### src/rtl/cunit_pkg.sv
// Shared opcodes, ALU-op encodings and control bundle types for the pipelined control unit.
package cunit_pkg;

   localparam int unsigned AOP_WIDTH = 3;

   localparam logic [5:0] OP_R    = 6'b000000;
   localparam logic [5:0] OP_LW   = 6'b100011;
   localparam logic [5:0] OP_SW   = 6'b101011;
   localparam logic [5:0] OP_BEQ  = 6'b000100;
   localparam logic [5:0] OP_ADDI = 6'b001000;
   localparam logic [5:0] OP_ANDI = 6'b001100;
   localparam logic [5:0] OP_ORI  = 6'b001101;
   localparam logic [5:0] OP_SLTI = 6'b001010;
   localparam logic [5:0] OP_J    = 6'b000010;

   localparam logic [AOP_WIDTH-1:0] AOP_NONE  = 3'b000;
   localparam logic [AOP_WIDTH-1:0] AOP_SUB   = 3'b001;
   localparam logic [AOP_WIDTH-1:0] AOP_RTYPE = 3'b010;
   localparam logic [AOP_WIDTH-1:0] AOP_ADD   = 3'b011;
   localparam logic [AOP_WIDTH-1:0] AOP_SLT   = 3'b100;
   localparam logic [AOP_WIDTH-1:0] AOP_AND   = 3'b101;
   localparam logic [AOP_WIDTH-1:0] AOP_OR    = 3'b110;

   typedef struct packed {
      logic                 regds;
      logic                 alusrc;
      logic [AOP_WIDTH-1:0] aop;
      logic                 branch;
      logic                 mread;
      logic                 mwrite;
      logic                 mtor;
      logic                 urw;
   } ctrl_t;

   typedef struct packed {
      logic branch;
      logic mread;
      logic mwrite;
      logic mtor;
      logic urw;
   } mem_ctrl_t;

   typedef struct packed {
      logic mtor;
      logic urw;
   } wb_ctrl_t;

   localparam ctrl_t     CTRL_NOP = '0;
   localparam mem_ctrl_t MEM_NOP  = '0;
   localparam wb_ctrl_t  WB_NOP   = '0;

   // Immediate ALU instructions share everything but the ALU op.
   function automatic ctrl_t itype_ctrl(input logic [AOP_WIDTH-1:0] aop);
      ctrl_t c;
      c        = CTRL_NOP;
      c.alusrc = 1'b1;
      c.aop    = aop;
      c.urw    = 1'b1;
      return c;
   endfunction

endpackage

### src/rtl/cunit_dec.sv
// Combinational ID-stage opcode decoder; J decode and jump_o exist only with CUNIT_JUMP_EN.
module cunit_dec
   import cunit_pkg::*;
(
   input  logic [5:0] op_i,
   input  logic       valid_i,
   output ctrl_t      ctrl_o,
`ifdef CUNIT_JUMP_EN
   output logic       jump_o,
`endif
   output logic       illegal_o
);

`ifdef CUNIT_JUMP_EN
   logic jump_s;
   assign jump_o = jump_s;
`endif

   // Opcode to control bundle; unknown opcodes yield a NOP plus the illegal flag.
   always_comb begin
      ctrl_o    = CTRL_NOP;
      illegal_o = 1'b0;
`ifdef CUNIT_JUMP_EN
      jump_s    = 1'b0;
`endif
      if (valid_i) begin
         case (op_i)
            OP_R: begin
               ctrl_o.regds = 1'b1;
               ctrl_o.aop   = AOP_RTYPE;
               ctrl_o.urw   = 1'b1;
            end
            OP_LW: begin
               ctrl_o.alusrc = 1'b1;
               ctrl_o.aop    = AOP_ADD;
               ctrl_o.mread  = 1'b1;
               ctrl_o.urw    = 1'b1;
               ctrl_o.mtor   = 1'b1;
            end
            OP_SW: begin
               ctrl_o.alusrc = 1'b1;
               ctrl_o.aop    = AOP_ADD;
               ctrl_o.mwrite = 1'b1;
            end
            OP_BEQ: begin
               ctrl_o.aop    = AOP_SUB;
               ctrl_o.branch = 1'b1;
            end
            OP_ADDI: ctrl_o = itype_ctrl(AOP_ADD);
            OP_ANDI: ctrl_o = itype_ctrl(AOP_AND);
            OP_ORI:  ctrl_o = itype_ctrl(AOP_OR);
            OP_SLTI: ctrl_o = itype_ctrl(AOP_SLT);
`ifdef CUNIT_JUMP_EN
            OP_J:    jump_s = 1'b1;
`endif
            default: illegal_o = 1'b1;
         endcase
      end else begin
         ctrl_o = CTRL_NOP;
      end
   end

endmodule

### src/rtl/cunit_pipe.sv
// Pipelined control unit: ID decode, ID/EX, EX/MEM, MEM/WB control registers, load-use stall, branch flush.
// Optional J support via CUNIT_JUMP_EN (adds jump_o).
module cunit_pipe
   import cunit_pkg::*;
#(
   parameter int unsigned AOP_W  = 3,
   parameter int unsigned REG_AW = 5,
   parameter int unsigned CNT_W  = 16
) (
   input  logic              clk,
   input  logic              rst,
   input  logic [5:0]        op_i,
   input  logic              id_valid_i,
   input  logic [REG_AW-1:0] rs_i,
   input  logic [REG_AW-1:0] rt_i,
   input  logic              branch_taken_i,
   output logic              stall_o,
   output logic              illegal_o,
   output logic              ex_regds_o,
   output logic              ex_alusrc_o,
   output logic [AOP_W-1:0]  ex_aop_o,
   output logic              mem_branch_o,
   output logic              mem_mread_o,
   output logic              mem_mwrite_o,
   output logic              wb_mtor_o,
   output logic              wb_urw_o,
`ifdef CUNIT_JUMP_EN
   output logic              jump_o,
`endif
   output logic [CNT_W-1:0]  stall_cnt_o
);

   ctrl_t             dec_ctrl_s;
   logic              dec_ill_s;
   logic              hazard_s;
   logic              stall_s;

   ctrl_t             idex_ctrl_q, idex_ctrl_d;
   logic [REG_AW-1:0] idex_rt_q, idex_rt_d;
   logic              idex_ill_q, idex_ill_d;
   mem_ctrl_t         exmem_q, exmem_d;
   wb_ctrl_t          memwb_q, memwb_d;
   logic [CNT_W-1:0]  cnt_q, cnt_d;

`ifdef CUNIT_JUMP_EN
   logic dec_jump_s;
`endif

   cunit_dec u_dec (
      .op_i      (op_i),
      .valid_i   (id_valid_i),
      .ctrl_o    (dec_ctrl_s),
`ifdef CUNIT_JUMP_EN
      .jump_o    (dec_jump_s),
`endif
      .illegal_o (dec_ill_s)
   );

   // Hazard detection and next state of every stage register and the stall counter.
   always_comb begin
      hazard_s = idex_ctrl_q.mread && (idex_rt_q != '0) &&
                 ((idex_rt_q == rs_i) || (idex_rt_q == rt_i));
      stall_s  = hazard_s && !branch_taken_i;

      idex_ctrl_d = dec_ctrl_s;
      idex_rt_d   = rt_i;
      idex_ill_d  = dec_ill_s;
      if (branch_taken_i || hazard_s) begin
         idex_ctrl_d = CTRL_NOP;
         idex_rt_d   = '0;
         idex_ill_d  = 1'b0;
      end else begin
         idex_ctrl_d = dec_ctrl_s;
      end

      exmem_d = '{branch: idex_ctrl_q.branch, mread: idex_ctrl_q.mread,
                  mwrite: idex_ctrl_q.mwrite, mtor: idex_ctrl_q.mtor,
                  urw: idex_ctrl_q.urw};
      if (branch_taken_i) begin
         exmem_d = MEM_NOP;
      end else begin
         exmem_d.urw = idex_ctrl_q.urw;
      end

      memwb_d = '{mtor: exmem_q.mtor, urw: exmem_q.urw};

      if (stall_s && (cnt_q != {CNT_W{1'b1}})) begin
         cnt_d = cnt_q + {{(CNT_W-1){1'b0}}, 1'b1};
      end else begin
         cnt_d = cnt_q;
      end
   end

   // Stage registers; reset discards everything in flight.
   always_ff @(posedge clk or posedge rst) begin
      if (rst) begin
         idex_ctrl_q <= CTRL_NOP;
         idex_rt_q   <= '0;
         idex_ill_q  <= 1'b0;
         exmem_q     <= MEM_NOP;
         memwb_q     <= WB_NOP;
         cnt_q       <= '0;
      end else begin
         idex_ctrl_q <= idex_ctrl_d;
         idex_rt_q   <= idex_rt_d;
         idex_ill_q  <= idex_ill_d;
         exmem_q     <= exmem_d;
         memwb_q     <= memwb_d;
         cnt_q       <= cnt_d;
      end
   end

   assign stall_o      = stall_s;
   assign illegal_o    = idex_ill_q;
   assign ex_regds_o   = idex_ctrl_q.regds;
   assign ex_alusrc_o  = idex_ctrl_q.alusrc;
   assign ex_aop_o     = AOP_W'(idex_ctrl_q.aop);
   assign mem_branch_o = exmem_q.branch;
   assign mem_mread_o  = exmem_q.mread;
   assign mem_mwrite_o = exmem_q.mwrite;
   assign wb_mtor_o    = memwb_q.mtor;
   assign wb_urw_o     = memwb_q.urw;
   assign stall_cnt_o  = cnt_q;

`ifdef CUNIT_JUMP_EN
   // A jump is suppressed while its own fetch slot is being held or squashed.
   assign jump_o = dec_jump_s && !stall_s && !branch_taken_i;
`endif

endmodule

### config.mk
export PLATFORM = sky130hd
export DESIGN_NAME = cunit_pipe
export DESIGN_NICKNAME = d
export VERILOG_FILES = /design/src/rtl/cunit_pkg.sv /design/src/rtl/cunit_dec.sv /design/src/rtl/cunit_pipe.sv
export SDC_FILE = /design/constraint.sdc
export NUM_CORES = 1
export LEC_CHECK = 0
export CAP_MARGIN = 20
export CORE_ASPECT_RATIO = 0.9
export CORE_MARGIN = 2
export CORE_UTILIZATION = 36
export CTS_BUF_LIST = sky130_fd_sc_hd__clkbuf_8 sky130_fd_sc_hd__clkbuf_16
export CTS_CLUSTER_SIZE = 8
export DETAILED_ROUTE_END_ITERATION = 12
export GPL_TIMING_DRIVEN = 0
export MAX_ROUTING_LAYER = met4
export SLEW_MARGIN = 5
export SYNTH_ARGS = -nofsm -noshare
export SYNTH_HDL_FRONTEND = slang
export SYNTH_HIERARCHICAL = 1
export SYNTH_SLANG_ARGS = --single-unit
export TNS_END_PERCENT = 50
### constraint.sdc
create_clock -name clk -period 1.9 [get_ports clk]
set_input_delay 0.285 -clock clk [delete_from_list [all_inputs] [get_ports clk]]
set_output_delay 0.285 -clock clk [all_outputs]
set_load 0.005 [all_outputs]
==> metrics, run 1 <==
status completed; Pre-antenna DRT Iters 4; Root Driver clkbuf_8; Synth async-reset ratio 100%; most common cell in the synthesized netlist dfrtp_1; largest net degree at the start of global routing 40; Achievable Freq 540 MHz; Data arrival, critical path 1.57 ns; Clock Tree Buf Depth 2; Post-synth EDFFs 0; number of fill cells 447; Least-Margin Pin Slew 0.800 ns; Pwr per Cell Area a little under 600 nW/µm²; GR Overflow Total 0; Seq/Total Area, Yosys 51.8%; maxcap violations 0; Routed Antenna Nets 0; Top FF cell, synth dfrtp_1; DP Area 2430 µm²; floorplan row count 24; clk_skew 0.00466 ns; Post-Syn Area around 1900 µm²; Via density 4.98; DR WL/cell 13.0 µm; Slew Viols, Final 0; area delta synth->final 35.6%; H-tree depth 2; Starting Density 38.1%; Data required, critical path 1.62 ns; min Tclk post-route 1.85 ns; worst skew pair latency 0.28 ns; Die X 80.3 µm; gpl congestion 0.986; Power Total 1.50 mW; DRC Markers 0; Final Hold Viols 0; placed cells 281; Synth Warn # 6; synth top area cells dfrtp_1 (52%), xnor2_1 (6.5%), and2_1 (5.3%), xor2_1 (5.1%), nor2_1 (2.6%); Starting DRT DRC Count 79; Vias 1450; synthesized area per cell ~11 µm²; Critical Path Start Type input port; fin nets 248; syn nets 191; Synth Instances 170; Buf/Inv on CP 2; cts bufs inserted 5; GRT Total Usage 15.3%; # setup viols final 0; setup TNS 0 ns; # IOs 48; port bufs 46; leakage power 1.14 nW; Yosys reg bits 39; WS Path Type input port to output pin; detailed placement HPWL 2800 µm; Core ar. 4950 µm²; CTS tree yes; clk sinks 39; CP Cell Sequence clkdlybuf4s50_1 -> xor2_1 -> nor3_2 -> a32oi_2 -> nor2_1 -> dlygate4sd2_1; cell type with the largest total area after synthesis dfrtp_1; VDD IR-drop max 238 µV; count of different cell masters after synthesis 38; RSZ-0062 raised after global routing true; max incr delay on CP about 0.5 ns; ANT cells 0; first-pass GRT wire length 6600 µm; Final period util 97.5%; HP Class flip-flop to flip-flop; Crit path max-delay family buffers and inverters; Final Cell Area between 2000 and 3000 µm²; crit path max fanout 2; post-route insts no fill between 200 and 300; Worst Hold Slack 0.350 ns; full die area 5830 µm²; initial antenna violation count 0; CP max stage cell clkdlybuf4s50_1; vias in the first global route 1482; top cell type's share of synthesized area 51.8%; Max-slew headroom 46.6%; Reg clk slew, reported paths 0.07 ns; CTS hold repair buffers 0; die height 72.7 µm; Post-Route WL about 3800 µm; layout cells sized above 1 between 10% and 20%; Synth top cells by count dfrtp_1 (39), and2_1 (16), xnor2_1 (14); Critical Path End Type output pin
per-layer routing:
| layer | vias to the layer above | wire length [µm] | track usage, % |
|---|---|---|---|
| met5 | - | 0 | - |
| met4 | 0 | 65 | 6.78 |
| met3 | 6 | 172 | 3.71 |
| met2 | 42 | 1990 | 25.9 |
| met1 | 720 | 1560 | 17.1 |
| li1 | 682 | - | - |
path summary, 6_finish.rpt:
| path | start | to | slack, ns | cells past startpoint |
|---|---|---|---|---|
| setup / recovery | rt_i[3] | stall_o | 0.05 | 6 |
| hold / removal | exmem_q[0] | wb_urw_o | 0.35 | 0 |
| setup reg to reg | stall_cnt_o[1] | stall_cnt_o[1] | 0.06 | 7 |
| hold reg to reg | exmem_q[0] | wb_urw_o | 0.35 | 0 |
| max in group asynchronous | rst | idex_rt_q[2] | 0.87 | 2 |
| min in group asynchronous | rst | wb_urw_o | 0.47 | 2 |
final cells by class:
cell class                      instances  area (µm²)  area share (%)
Clock inverter                          1        3.75           0.147
Sequential cell                        39         980            38.3
Multi-Input combinational cell        120         862            33.7
Buffer                                  6        46.3            1.81
Timing Repair Buffer                   51         499            19.5
Tap cell                               65        81.3            3.18
Clock buffer                            5        68.8            2.69
Inverter                                4        15.0           0.587
sequential cells by signal, indices dropped and copies added (netlist names):
name and flops:
stall_cnt_o 16, idex_ctrl_q 5, idex_rt_q 5, ex_aop_o 3, exmem_q 2, ex_alusrc_o 1
ex_regds_o 1, illegal_o 1, mem_branch_o 1, mem_mread_o 1, mem_mwrite_o 1, wb_mtor_o 1
wb_urw_o 1
where the power goes:
part	total, mW	internal (mW)	leakage, nW	switching [mW]
logic	0.153	0.0780	0.565	0.0748
clock network	0.495	0.239	0.0413	0.256
registers	0.847	0.839	0.534	0.00792
cell usage in the layout, fill, tap and decap left out, types with 6 or more instances in the layout:
| cell type | synthesis | routed |
|---|---|---|
| nor2b_1 | 6 | 6 |
| nand2_1 | 7 | 7 |
| nand4_1 | 6 | 6 |
| clkdlybuf4s50_1 | 0 | 44 |
| dfrtp_1 | 39 | 36 |
| nor2_1 | 13 | 12 |
| nor3_1 | 7 | 6 |
| buf_4 | 5 | 9 |
| and2_1 | 16 | 16 |
| nand3_1 | 6 | 6 |
| xor2_1 | 11 | 10 |
| xnor2_1 | 14 | 14 |
logic make-up after synthesis:
family | synth area share, %
adders and majority gates | 0.663
DFF | 51.8
AOI/OAI and AO/OA | 5.37
muxes | 0.597
xor gates and xnor gates | 11.6
and+or+nand+nor | 26.3
buffers and inverters | 3.65
timing repair:
item,CTS,global route
resized for setup,5,4
pin swaps,4,5
setup endpoints to repair,2,20
buffers inserted,1,4
cloned,0,0
stage by stage:
step	util (%)	setup slack (ns)
finish	51.6	0.0482
global route	51.6	-0.0408
CTS	50.9	-0.00275
detailed placement	49.0	-0.318
global placement	49.0	-0.326
floorplan	-	0.180
No activity file was read; power rests on OpenSTA's default activity.
==> run 2, diff against run 1 <==
--- a/config.mk
+++ b/config.mk
@@ -17,6 +17,5 @@
 export SLEW_MARGIN = 5
 export SYNTH_ARGS = -nofsm -noshare
 export SYNTH_HDL_FRONTEND = slang
-export SYNTH_HIERARCHICAL = 1
 export SYNTH_SLANG_ARGS = --single-unit
 export TNS_END_PERCENT = 50
==> run 2 against run 1 <==
  * The flow now finishes with violations (setup timing)
  * Synthesized area fell by 6.2%
  * Worst hold slack better by 0.0068 ns
  * First-iteration DRC count down 14%
  * Utilization increased by 3.6 points
  * Critical path type is now flip-flop to output pin
  * Critical endpoint unchanged
==> metrics, run 2 <==
RSZ-0062 raised after global routing true; fin nets 255 (+2.8%); Starting Density 37.0% (-1.0 points); crit path max fanout 3 (+1); grt met3 use 3.62% (-0.095 points); Final period util 104% (+6.9 points); Starting DRT DRC Count 68 (-14%); grt met1 use 20.4% (+3.4 points); Crit path max-delay family simple AND/OR/NAND/NOR gates; worst skew pair latency 0.29 ns (about the same); Simple-Gate Fraction of Synth Area 25.0% (-1.4 points); synthesized area per cell 10.7 µm² (-3.4%); Power Total 1.58 mW (+5.8%); status finished, violations left; layout cells sized above 1 23.4% (+7.0 points); Final Cell Area 2630 µm² (+3.0%); port bufs 45 (-2.2%); maxcap violations 0 (unchanged); initial antenna violation count 0 (unchanged); syn nets 186 (-2.6%); Final Hold Viols 0 (unchanged); first-pass GRT wire length 6660 µm (+0.94%); most frequent cells in the layout clkdlybuf4s50_1 (43), dfrtp_1 (34), buf_4 (21), xor2_1 (20), nor3_1 (11); WS Path Type flip-flop to output pin; leakage power 1.20 nW (+5.7%); Final WS setup -0.0824 ns (-0.131 ns); area delta synth->final 49.0%; Synth async-reset ratio 100% (unchanged); GR Overflow Total 0 (unchanged); Synth top cells by count dfrtp_1 (37), xor2_1 (20), nor3_1 (16); failing checks setup timing; Root Driver clkbuf_8; Buf/Inv on CP 2 (unchanged); Post-Syn Area 1770 µm² (-6.2%); detailed placement HPWL 2770 µm (-1.1%); DRC Markers 0 (unchanged); Data required, critical path 1.62 ns (about the same); Top FF cell, synth dfrtp_1; Vias 1464 (+0.97%); Data arrival, critical path 1.70 ns (+0.13 ns); Routed Antenna Nets 0 (unchanged); CTS hold repair buffers 0 (unchanged); largest net degree at the start of global routing 38 (-5.0%); Least-Margin Pin Slew 0.758 ns (-0.0418 ns); min Tclk post-route 1.98 ns (+0.131 ns); Pwr per Cell Area 601 nW/µm² (+2.7%); cts bufs inserted 5 (unchanged); GRT Total Usage 16.0% (+0.72 points); clk_skew 0.00794 ns (+0.00328 ns); CP max stage cell or4_4; number of fill cells 409 (-8.5%); most common cell in the synthesized netlist dfrtp_1; compound-cell area share of the yosys netlist 4.53% (-0.85 points); GR peak layer met2; count of different cell masters after synthesis 35 (-7.9%); Yosys reg bits 37 (-5.1%); Critical Path End Type output pin; Achievable Freq 504 MHz (-6.6%); Max-slew headroom 49.4% (+2.8 points); Pre-antenna DRT Iters 4 (unchanged); mux share of post-synthesis cell area 1.20% (+0.61 points); H-tree depth 2 (unchanged); vias in the first global route 1433 (-3.3%); Die X 77.9 µm (-3.0%); Synth Warn # 0 (-6); full die area 5490 µm² (-5.9%); most common cell after layout, fill and taps aside clkdlybuf4s50_1; Via density 4.88 (-2.1%); ANT cells 0 (unchanged); Reg clk slew, reported paths 0.07 ns (about the same); VDD IR-drop max 323 µV (+36%); Clock Tree Buf Depth 2 (unchanged); cell type with the largest total area after synthesis dfrtp_1; Synth Instances 165 (-2.9%); Slew Viols, Final 0 (unchanged); floorplan row count 24 (unchanged); Seq/Total Area, Yosys 52.4% (+0.61 points); CTS tree yes; CP Cell Sequence or4_4 -> nor2_4 -> buf_4 -> nor3_4 -> buf_2; largest family of logic cells by synthesized area simple AND/OR/NAND/NOR gates; max incr delay on CP 0.59 ns (+0.09 ns); Synth Area in XOR/XNOR 12.4% (+0.77 points); DP Area 2300 µm² (-5.3%); Post-synth EDFFs 0 (unchanged); DR WL/cell 13.7 µm (+5.2%); HP Class flip-flop to flip-flop; # setup viols final 2 (+2); met2 Resource Use GR 23.9% (-2.0 points); # IOs 48 (unchanged); synth top area cells dfrtp_1 (52%), xor2_1 (9.9%), nor3_1 (4.5%), nor3b_1 (3.0%), nand3_1 (2.5%); clk sinks 37 (-5.1%); Critical Path Start Type flip-flop; Post-Route WL 4110 µm (+8.5%); Adder-Cell Fraction of Synth Area 0.708% (+0.044 points); max reg flops 16 (unchanged); gpl congestion 0.803 (-19%); die height 70.5 µm (-3.0%); Core ar. 4770 µm² (-3.6%); top cell type's share of synthesized area 52.4% (+0.61 points)
[run 2: cell type report]
class                           instances  area, µm²  share of cell area [%]
Inverter                                5       18.8                   0.713
Sequential cell                        37        930                    35.3
Clock inverter                          1       5.00                   0.190
Timing Repair Buffer                   62        572                    21.7
Multi-Input combinational cell        114        867                    32.9
Clock buffer                            7       96.3                    3.66
Buffer                                  9       63.8                    2.42
Tap cell                               65       81.3                    3.09
[run 2: power by group]
part	internal (mW)	switching, mW	total [mW]	leakage, nW
sequential	0.796	0.00716	0.803	0.500
clock	0.328	0.282	0.610	0.0542
combinational	0.0822	0.0862	0.168	0.650
[run 2: worst paths after layout]
check	startpoint	end	slack, ns	cells after the start
setup / recovery	idex_rt_q[1]	stall_o	-0.08	5
hold / removal	exmem_q[0]	wb_urw_o	0.36	0
setup reg to reg	stall_cnt_o[3]	stall_cnt_o[1]	-0.04	6
hold reg to reg	exmem_q[0]	wb_urw_o	0.36	0
max in group asynchronous	rst	idex_rt_q[0]	0.91	2
min in group asynchronous	rst	ex_aop_o[0]	0.45	2
[run 2: logic make-up (layout without fill, tap and decap cells)]
logic type,after synthesis,after routing
flip-flops,37,37
buffers and inverters,14,84
AO/OA/AOI/OAI,9,9
adder cells (fa/ha/maj),1,1
XOR/XNOR,25,25
AND/OR/NAND/NOR,77,77
multiplexers,2,2
[run 2: layer usage]
layer  up-vias  part of all wire (%)
li1        712                     -
met1       700                    46
met2        41                    47
met3        11                   4.2
met4         0                   2.5
met5         -                     0
[run 2: what timing repair did]
action	in CTS	in global routing
setup endpoints to repair	21	14
gates resized for setup	19	13
setup buffers	6	11
pin swaps	5	2
gates cloned	0	0
[run 2: per-stage QoR]
step | hold slack [ns] | TNS, ns | std cells | util [%] | setup slack [ns]
2_1_floorplan | 0.331 | -0.0234 | 165 | - | -0.0234
3_3_place_gp | 0.336 | -8.72 | 275 | 48.2 | -0.765
3_5_place_dp | 0.348 | -9.05 | 275 | 48.2 | -0.819
4_1_cts | 0.327 | -0.226 | 289 | 52.3 | -0.114
5_1_grt | 0.371 | -0.462 | 300 | 55.2 | -0.149
6_report | 0.357 | -0.125 | 300 | 55.2 | -0.0824
